## config.mk

```make
export PLATFORM = sky130hd
export DESIGN_NAME = vga_stream_driver
export DESIGN_NICKNAME = d
export VERILOG_FILES = /design/src/rtl/vga_stream_driver.sv
export SDC_FILE = /design/constraint.sdc
export NUM_CORES = 1
export LEC_CHECK = 0
export BUFFER_PORTS_ARGS = -buffer_cell sky130_fd_sc_hd__clkbuf_2
export CAP_MARGIN = 20
export CORE_MARGIN = 3
export CORE_UTILIZATION = 54
export DETAILED_ROUTE_END_ITERATION = 16
export PLACE_DENSITY = 0.78
export SYNTH_ARGS = -nofsm -noshare
export SYNTH_HDL_FRONTEND = slang
export SYNTH_SLANG_ARGS = --single-unit
```

## constraint.sdc

```tcl
create_clock -name clk_pix -period 2.6 [get_ports clk_pix]
set_input_delay 0.39 -clock clk_pix [delete_from_list [all_inputs] [get_ports clk_pix]]
set_output_delay 0.39 -clock clk_pix [all_outputs]
set_load 0.01 [all_outputs]
```

## src/rtl/vga_stream_driver.sv

```systemverilog
// vga_stream_driver: parametrised VGA raster generator with a valid/ready
// pixel sink that locks the incoming stream to the raster on start-of-frame.
//
// state    | meaning
// ---------+-----------------------------------------------------------
// S_SEEK   | discard beats until a start-of-frame beat is presented
// S_WAIT   | hold the start-of-frame beat until the raster reaches (0,0)
// S_STREAM | consume one beat per active pixel, flag gaps/misalignment
module vga_stream_driver #(
  parameter int CW       = 2,
  parameter int H_ACTIVE = 640,
  parameter int H_FP     = 16,
  parameter int H_SYNC   = 96,
  parameter int H_BP     = 48,
  parameter int V_ACTIVE = 480,
  parameter int V_FP     = 10,
  parameter int V_SYNC   = 2,
  parameter int V_BP     = 33,
  parameter bit HS_POL   = 1'b0,
  parameter bit VS_POL   = 1'b0,
  parameter int PW       = 10
) (
  input  logic            clk_pix,
  input  logic            rst_pix,
  input  logic            resync,
  input  logic            clr_underflow,
  input  logic [3*CW-1:0] s_data,
  input  logic            s_sof,
  input  logic            s_valid,
  output logic            s_ready,
  output logic [CW-1:0]   vga_r,
  output logic [CW-1:0]   vga_g,
  output logic [CW-1:0]   vga_b,
  output logic            hsync,
  output logic            vsync,
  output logic            de,
  output logic [PW-1:0]   sx,
  output logic [PW-1:0]   sy,
  output logic            frame_start,
  output logic            underflow,
  output logic [7:0]      frame_cnt
);

  localparam int H_TOTAL = H_ACTIVE + H_FP + H_SYNC + H_BP;
  localparam int V_TOTAL = V_ACTIVE + V_FP + V_SYNC + V_BP;

  localparam logic [PW-1:0] H_LAST  = PW'(H_TOTAL - 1);
  localparam logic [PW-1:0] H_ACT   = PW'(H_ACTIVE);
  localparam logic [PW-1:0] HS_BEG  = PW'(H_ACTIVE + H_FP);
  localparam logic [PW-1:0] HS_LAST = PW'(H_ACTIVE + H_FP + H_SYNC - 1);
  localparam logic [PW-1:0] V_LAST  = PW'(V_TOTAL - 1);
  localparam logic [PW-1:0] V_ACT   = PW'(V_ACTIVE);
  localparam logic [PW-1:0] VS_BEG  = PW'(V_ACTIVE + V_FP);
  localparam logic [PW-1:0] VS_LAST = PW'(V_ACTIVE + V_FP + V_SYNC - 1);

  typedef enum logic [1:0] {
    S_SEEK   = 2'd0,
    S_WAIT   = 2'd1,
    S_STREAM = 2'd2
  } state_e;

  state_e          state_q, state_d;
  logic [PW-1:0]   cx_q, cx_d, cy_q, cy_d;
  logic            frame_wrap;
  logic            at_origin, active, hs_on, vs_on;
  logic            streaming, show, set_uf;

  logic [3*CW-1:0] rgb_q;
  logic            hsync_q, vsync_q, de_q, fs_q, uf_q;
  logic [PW-1:0]   sx_q, sy_q;
  logic [7:0]      fc_q;

  assign at_origin = (cx_q == '0) && (cy_q == '0);
  assign active    = (cx_q < H_ACT) && (cy_q < V_ACT);
  assign hs_on     = (cx_q >= HS_BEG) && (cx_q <= HS_LAST);
  assign vs_on     = (cy_q >= VS_BEG) && (cy_q <= VS_LAST);

  // Raster counter advance; resync snaps back to the origin without counting a frame.
  always_comb begin
    cx_d       = cx_q;
    cy_d       = cy_q;
    frame_wrap = 1'b0;
    if (resync) begin
      cx_d = '0;
      cy_d = '0;
    end else if (cx_q == H_LAST) begin
      cx_d = '0;
      if (cy_q == V_LAST) begin
        cy_d       = '0;
        frame_wrap = 1'b1;
      end else begin
        cy_d = cy_q + 1'b1;
      end
    end else begin
      cx_d = cx_q + 1'b1;
    end
  end

  // State register.
  always_ff @(posedge clk_pix or negedge rst_pix) begin
    if (!rst_pix) state_q <= S_SEEK;
    else          state_q <= state_d;
  end

  // Next-state decode.
  always_comb begin
    state_d = state_q;
    if (resync) begin
      state_d = S_SEEK;
    end else begin
      unique case (state_q)
        S_SEEK:   if (s_valid && s_sof) state_d = S_WAIT;
        S_WAIT:   if (at_origin) state_d = S_STREAM;
        S_STREAM: if (active && s_valid && s_sof && !at_origin) state_d = S_WAIT;
        default:  state_d = S_SEEK;
      endcase
    end
  end

  // Handshake and pixel-outcome decode. At (0,0) a beat is expected to carry
  // sof; anywhere else it must not, so a mismatch of the two flags misalignment.
  always_comb begin
    s_ready   = 1'b0;
    streaming = 1'b0;
    set_uf    = 1'b0;
    show      = 1'b0;
    if (!resync) begin
      unique case (state_q)
        S_SEEK:   s_ready = !(s_valid && s_sof);
        S_WAIT: begin
          streaming = at_origin;
          s_ready   = at_origin;
        end
        S_STREAM: begin
          streaming = 1'b1;
          s_ready   = active && !(s_valid && s_sof && !at_origin);
        end
        default:  s_ready = 1'b0;
      endcase
    end
    if (streaming && active) begin
      set_uf = !s_valid || (s_sof != at_origin);
      show   = s_valid && s_ready;
    end
  end

  // Raster counters, status and the registered pin stage (one cycle behind cx/cy).
  always_ff @(posedge clk_pix or negedge rst_pix) begin
    if (!rst_pix) begin
      cx_q    <= '0;
      cy_q    <= '0;
      fc_q    <= 8'd0;
      uf_q    <= 1'b0;
      rgb_q   <= '0;
      hsync_q <= ~HS_POL;
      vsync_q <= ~VS_POL;
      de_q    <= 1'b0;
      sx_q    <= '0;
      sy_q    <= '0;
      fs_q    <= 1'b0;
    end else begin
      cx_q <= cx_d;
      cy_q <= cy_d;
      if (frame_wrap) fc_q <= fc_q + 8'd1;
      if (set_uf)                          uf_q <= 1'b1;
      else if (clr_underflow && !resync)   uf_q <= 1'b0;
      rgb_q   <= show ? s_data : '0;
      hsync_q <= hs_on ? HS_POL : ~HS_POL;
      vsync_q <= vs_on ? VS_POL : ~VS_POL;
      de_q    <= active;
      sx_q    <= cx_q;
      sy_q    <= cy_q;
      fs_q    <= at_origin;
    end
  end

  assign vga_r       = rgb_q[3*CW-1:2*CW];
  assign vga_g       = rgb_q[2*CW-1:CW];
  assign vga_b       = rgb_q[CW-1:0];
  assign hsync       = hsync_q;
  assign vsync       = vsync_q;
  assign de          = de_q;
  assign sx          = sx_q;
  assign sy          = sy_q;
  assign frame_start = fs_q;
  assign underflow   = uf_q;
  assign frame_cnt   = fc_q;

endmodule
```

* Word level (Yosys, flattened, before mapping)
Index checks and enable logic that the tools add are counted.
** Storage, ports and cells
- Output and inout bits :: 40
- Logic and storage cells :: 78
- Bits of input ports :: 12
- Bits in registers :: 61
** Cells by class
- $add $sub $neg :: 3
- Reduce and logical (&&, ||, !) cells :: 25
- Multiplexer cells :: 24
- Magnitude comparators :: 6
- Equality and inequality tests :: 8
** Operator list (count)
- 10-bit two-way mux :: 5
- 10-bit by 1-bit adder with 10-bit output, second input constant :: 2
- 10-bit == test, second input constant :: 2
- 10-bit logical NOT :: 2
- 1-bit logical AND :: 13
- 1-bit two-way mux :: 11
- 10-bit >= comparator, second input constant :: 1
- 10-bit by 9-bit >= comparator with 1-bit output, second input constant :: 1
- 10-bit less-or-equal comparator, second input constant :: 1
- 10-bit by 9-bit less-or-equal comparator with 1-bit output, second input constant :: 1
- 10-bit < comparator, second input constant :: 1
- 10-bit by 9-bit < comparator with 1-bit output, second input constant :: 1
- 3-bit inequality test, second input constant :: 3
- 8-bit by 1-bit adder with 8-bit output, second input constant :: 1
- 2-bit two-way mux :: 4
- 6-bit two-way mux :: 1
- 2-bit case mux with 3 select lines :: 1
- 1-bit logical NOT :: 5
- 2-bit nonzero test :: 2
- 1-bit case mux with 3 select lines :: 1
- 3-bit AND reduction :: 1
- 2-bit by 1-bit == test with 1-bit output, second input constant :: 1
- 2-bit == test, second input constant :: 1
- 2-bit logical NOT :: 1
- other kinds (3) :: 3

* Depth between registers and ports, before layout
- Word-level depth :: 11
- Depth in mapped cells :: 8
- Depth with buffers taken out :: 7

* Worst setup path before layout
OpenSTA, ideal clock, no wires.
- Path type :: reg2reg
- From :: register cx_q[0]
- To :: register fc_q[1] (netlist: frame_cnt[1])
- Cell stages (with the launch flop) :: 6
- Setup slack :: 0.466 ns
- Path buffers :: 0
- Data required time :: 2.475 ns
- Arrival time :: 2.010 ns
- Setup time :: 0.125 ns
- Cell sequence :: dfrtp_1 > ha_1 > nand4_1 > or4_4 > nor4b_4 > mux2_2
** On the way
- Cells in the longest elaborated chain, start to end :: 3
** RTL lines
- from (decl) :: RTL line 63 : logic [PW-1:0] cx_q, cx_d, cy_q, cy_d;
- from (signal assigned) :: RTL line 150 : cx_q <= '0;
- from (signal assigned) :: RTL line 162 : cx_q <= cx_d;
- 10-bit == test :: RTL line 86 : end else if (cx_q == H_LAST) begin
- 1-bit two-way mux :: RTL line 86
- 1-bit two-way mux :: RTL line 83 : if (resync) begin
- to (signal assigned) :: RTL line 164 : if (frame_wrap) fc_q <= fc_q + 8'd1;
- to (decl) :: RTL line 71 : logic [7:0] fc_q;
No other way between the ends.
A chain may end at the register's enable or synchronous reset.

* Worst setup path in the final report
- From :: register cy_q[2]
- To :: output s_ready
** On the way
- Cells in the longest elaborated chain, start to end :: 8
** RTL lines
- from (decl) :: RTL line 63
- from (signal assigned) :: RTL line 163 : cy_q <= cy_d;
- parallel branches: the longest is 6 deep, another holds 10-bit by 9-bit < comparator with 1-bit output
- 1-bit case mux with 3 select lines (*) :: RTL line 128 : unique case (state_q)
- 1-bit two-way mux (*) :: RTL line 127 : if (!resync) begin
- to (decl) :: RTL line 30 : output logic s_ready,
Every way passes the cells marked *.

==> summary.md <==
| Metric | Value |
|---|---|
| Status | `finished, final reports clean` |
| Post-synth EDFFs | `0` |
| WP data required | `2210 ps` |
| Worst relative slew slack | `0.650` |
| Register area share after synthesis | `0.575` |
| Share of cells above drive strength 1 | `0.267` |
| Yosys warning count | `0` |
| Static Leakage | `1.59 nW` |
| Slew Viols, Final | `0` |
| Placed Cells | `352` |
| Placed Area | `2990 µm²` |
| Cell Pwr Density | `669 nW/µm²` |
| Drt initial violations | `145` |
| Final setup fails | `0` |
| Mapped Area | `2660 µm²` |
| HP Class | `in2async` |
| Post-Syn Instances | `239` |
| Endpoint class of the critical path | `primary output` |
| Final Hold Fails | `0` |
| Setup CP Type | `reg2out` |
| Syn_nets | `261` |
| H-tree depth | `3` |
| CTS hold repair buffers | `0` |
| WL per Instance | `14.3 µm` |
| Max IR drop VDD | `481 µV` |
| Netlist cell types | `41` |
| Chip height | `76.2 µm` |
| Min Tclk post-route | `2470 ps` |
| Cell taking the most area after synthesis | `dfrtp_1` |
| Post-route core utilization | `0.703` |
| Register bit total from synthesis | `61` |
| Synth top area share | `0.556` |
| Syn avg cell area | `11.1 µm²` |
| IO buf count | `51` |
| Ys flop type | `dfrtp_1` |
| # IOs | `52` |
| Worst r2r path cells | `5` |
| Worst-Skew Late Latency | `330 ps` |
| Clock buffer depth | `2` |
| Cell Rows | `24` |
| Post-synth ARST share | `1.00` |
| Fillers | `369` |
| Via count | `2006` |
| N_diodes | `0` |
| Detailed-router iteration count before antenna repair | `4` |
| First-pass GRT wire length | `9010 µm` |
| DP HPWL | `3740 µm` |
| Startpoint Class | `flip-flop` |
| Final net count | `320` |
| Number of global-route vias before repair | `1936` |
| Num CTS Buffers | `9` |
| Residual DRC count | `0` |
| Period utilisation layout | `0.951` |
| CP max FO | `9` |
| Post-route cell area | `3210 µm²` |
| Clk_skew | `7.70 ps` |
| Die area | `5800 µm²` |
| Clock slew at reported path FFs | `60 ps` |
| Fin cells | `368` |
| Starting density of the core | `0.582` |
| WL final | `5260 µm` |
| Total Routing Usage GR | `0.196` |
| GR Overflow Total | `0` |
| Vias per Instance | `5.45` |
| Clock root buffer | `clkbuf_8` |
| Width of the chip | `76.2 µm` |
| Synth area leaders | `dfrtp_1 (56%), ha_1 (4.7%), nor2_1 (3.4%)` |
| Worst reg2reg setup slack | `270 ps` |
| Final hold slack | `54.1 ps` |
| Post CTS Setup Buffer Count | `0` |
| Area delta synth->final | `20.8%` |
| CTS tree | `done` |
| Arrival time at the worst endpoint | `2080 ps` |
| Largest net degree at the start of global routing | `37` |
| MaxCap Viol Count | `0` |
| Antenna-violating nets left | `0` |
| Core Region | `4560 µm²` |
| Post_cts resized | `0` |
| Initial antenna violation count | `0` |
| GPL Wtd Cong | `0.816` |
| Fmax | `404 MHz` |
| Clock sink count | `61` |
| Setup TNS Final | `0 ps` |
| Least-Margin Pin Slew | `520 ps` |
-- kinds of logic after synthesis --
logic type                 synth area share
adders and majority gates            0.0471
AOI/OAI and AO/OA                    0.0880
xor gates and xnor gates             0.0494
DFF                                   0.575
and+or+nand+nor                       0.204
muxes                                0.0122
buffers and inverters                0.0235
-- path summary, 6_finish.rpt --
path                                            endpoint                 from
worst max-delay path                             s_ready  cy_q[2]$_DFFE_PN0P_
worst min-delay path            frame_cnt[3]$_DFFE_PN0P_              rst_pix
worst max register to register  frame_cnt[1]$_DFFE_PN0P_    cx_q[0]$_DFF_PN0_
worst min register to register           sx[1]$_DFF_PN0_    cx_q[1]$_DFF_PN0_
max in group asynchronous                hsync$_DFF_PN1_              rst_pix
min in group clk_pix                  rgb_q[2]$_DFF_PN0_            s_data[2]
-- critical path, cell delays in order, from the launching register on --
cell      delay [ps]
dfrtp_1          480
nor4_1           480
and4_1           330
a32oi_1          150
nor3_1           150
clkbuf_2         160
-- cell type report --
type	count	area, µm²	area share
multi-input combinational	162	1080	0.336
clock buffer	12	165	0.0514
sequential	61	1530	0.476
timing repair buffer	53	270	0.0842
clock inverter	4	45.0	0.0140
inverter	11	41.3	0.0129
tap	65	81.3	0.0253
-- where the power goes --
group          leakage [nW]  internal, W  switching [W]
sequential            0.831     0.000983      0.0000309
combinational         0.646     0.000119       0.000155
clock                 0.112     0.000516       0.000343
total                  1.59      0.00162       0.000529
-- through the flow --
stage                     power [W]  worst slack (ps)
after CTS                   0.00216              16.8
after floorplan             0.00121               466
final                       0.00215               126
after global placement      0.00129               345
after global routing        0.00225             -13.4
after detailed placement    0.00130               271
-- state kept, by name, summed over array words and instances (netlist names) --
name / flops
frame_cnt: 8
cy_q: 10
frame_start: 1
hsync: 1
de: 1
cx_q: 10
vsync: 1
underflow: 1
sy: 10
sx: 10
rgb_q: 6
state_q: 2
-- synth_stat cells, types with 2 or more instances --
cell / number
a31oi_1: 2
xor2_1: 5
nor3b_1: 4
o21ai_0: 15
o31ai_1: 3
clkbuf_1: 3
ha_1: 10
a21o_1: 3
nor4b_1: 3
and3_1: 5
nand2_1: 20
xnor2_1: 10
a41o_1: 2
buf_2: 2
dfstp_2: 2
nand4_1: 9
nor2_1: 24
and2_1: 8
nor2b_1: 3
nor3_1: 5
dfrtp_1: 59
nor4_1: 2
nand3_1: 11
inv_1: 11
mux2_2: 2
-- per-layer routing --
metal	global-route usage	vias to the layer above	wire length, µm
met5	0	-	0
met3	0.0532	12	257
met2	0.318	52	2560
li1	-	957	-
met1	0.248	985	2310
met4	0.0870	0	131
-- layout by cell type (no fill, tap or decap), drive strengths merged, types with 2 or more instances in the layout --
cell and n:
nor2 24, nand4 9, nand2 20, a31oi 2
dfstp 2, clkinv 3, and2 8, a41o 2
nor4b 4, mux2 2, a21o 3, clkbuf 63
xnor2 10, nor4 2, xor2 5, buf 2
o21ai 15, o31ai 3, nor2b 3, and3 5
nand3 11, nor3 5, inv 11, nor3b 4
dfrtp 59, ha 10, or2 2
Power figures use the tool's default switching activity.
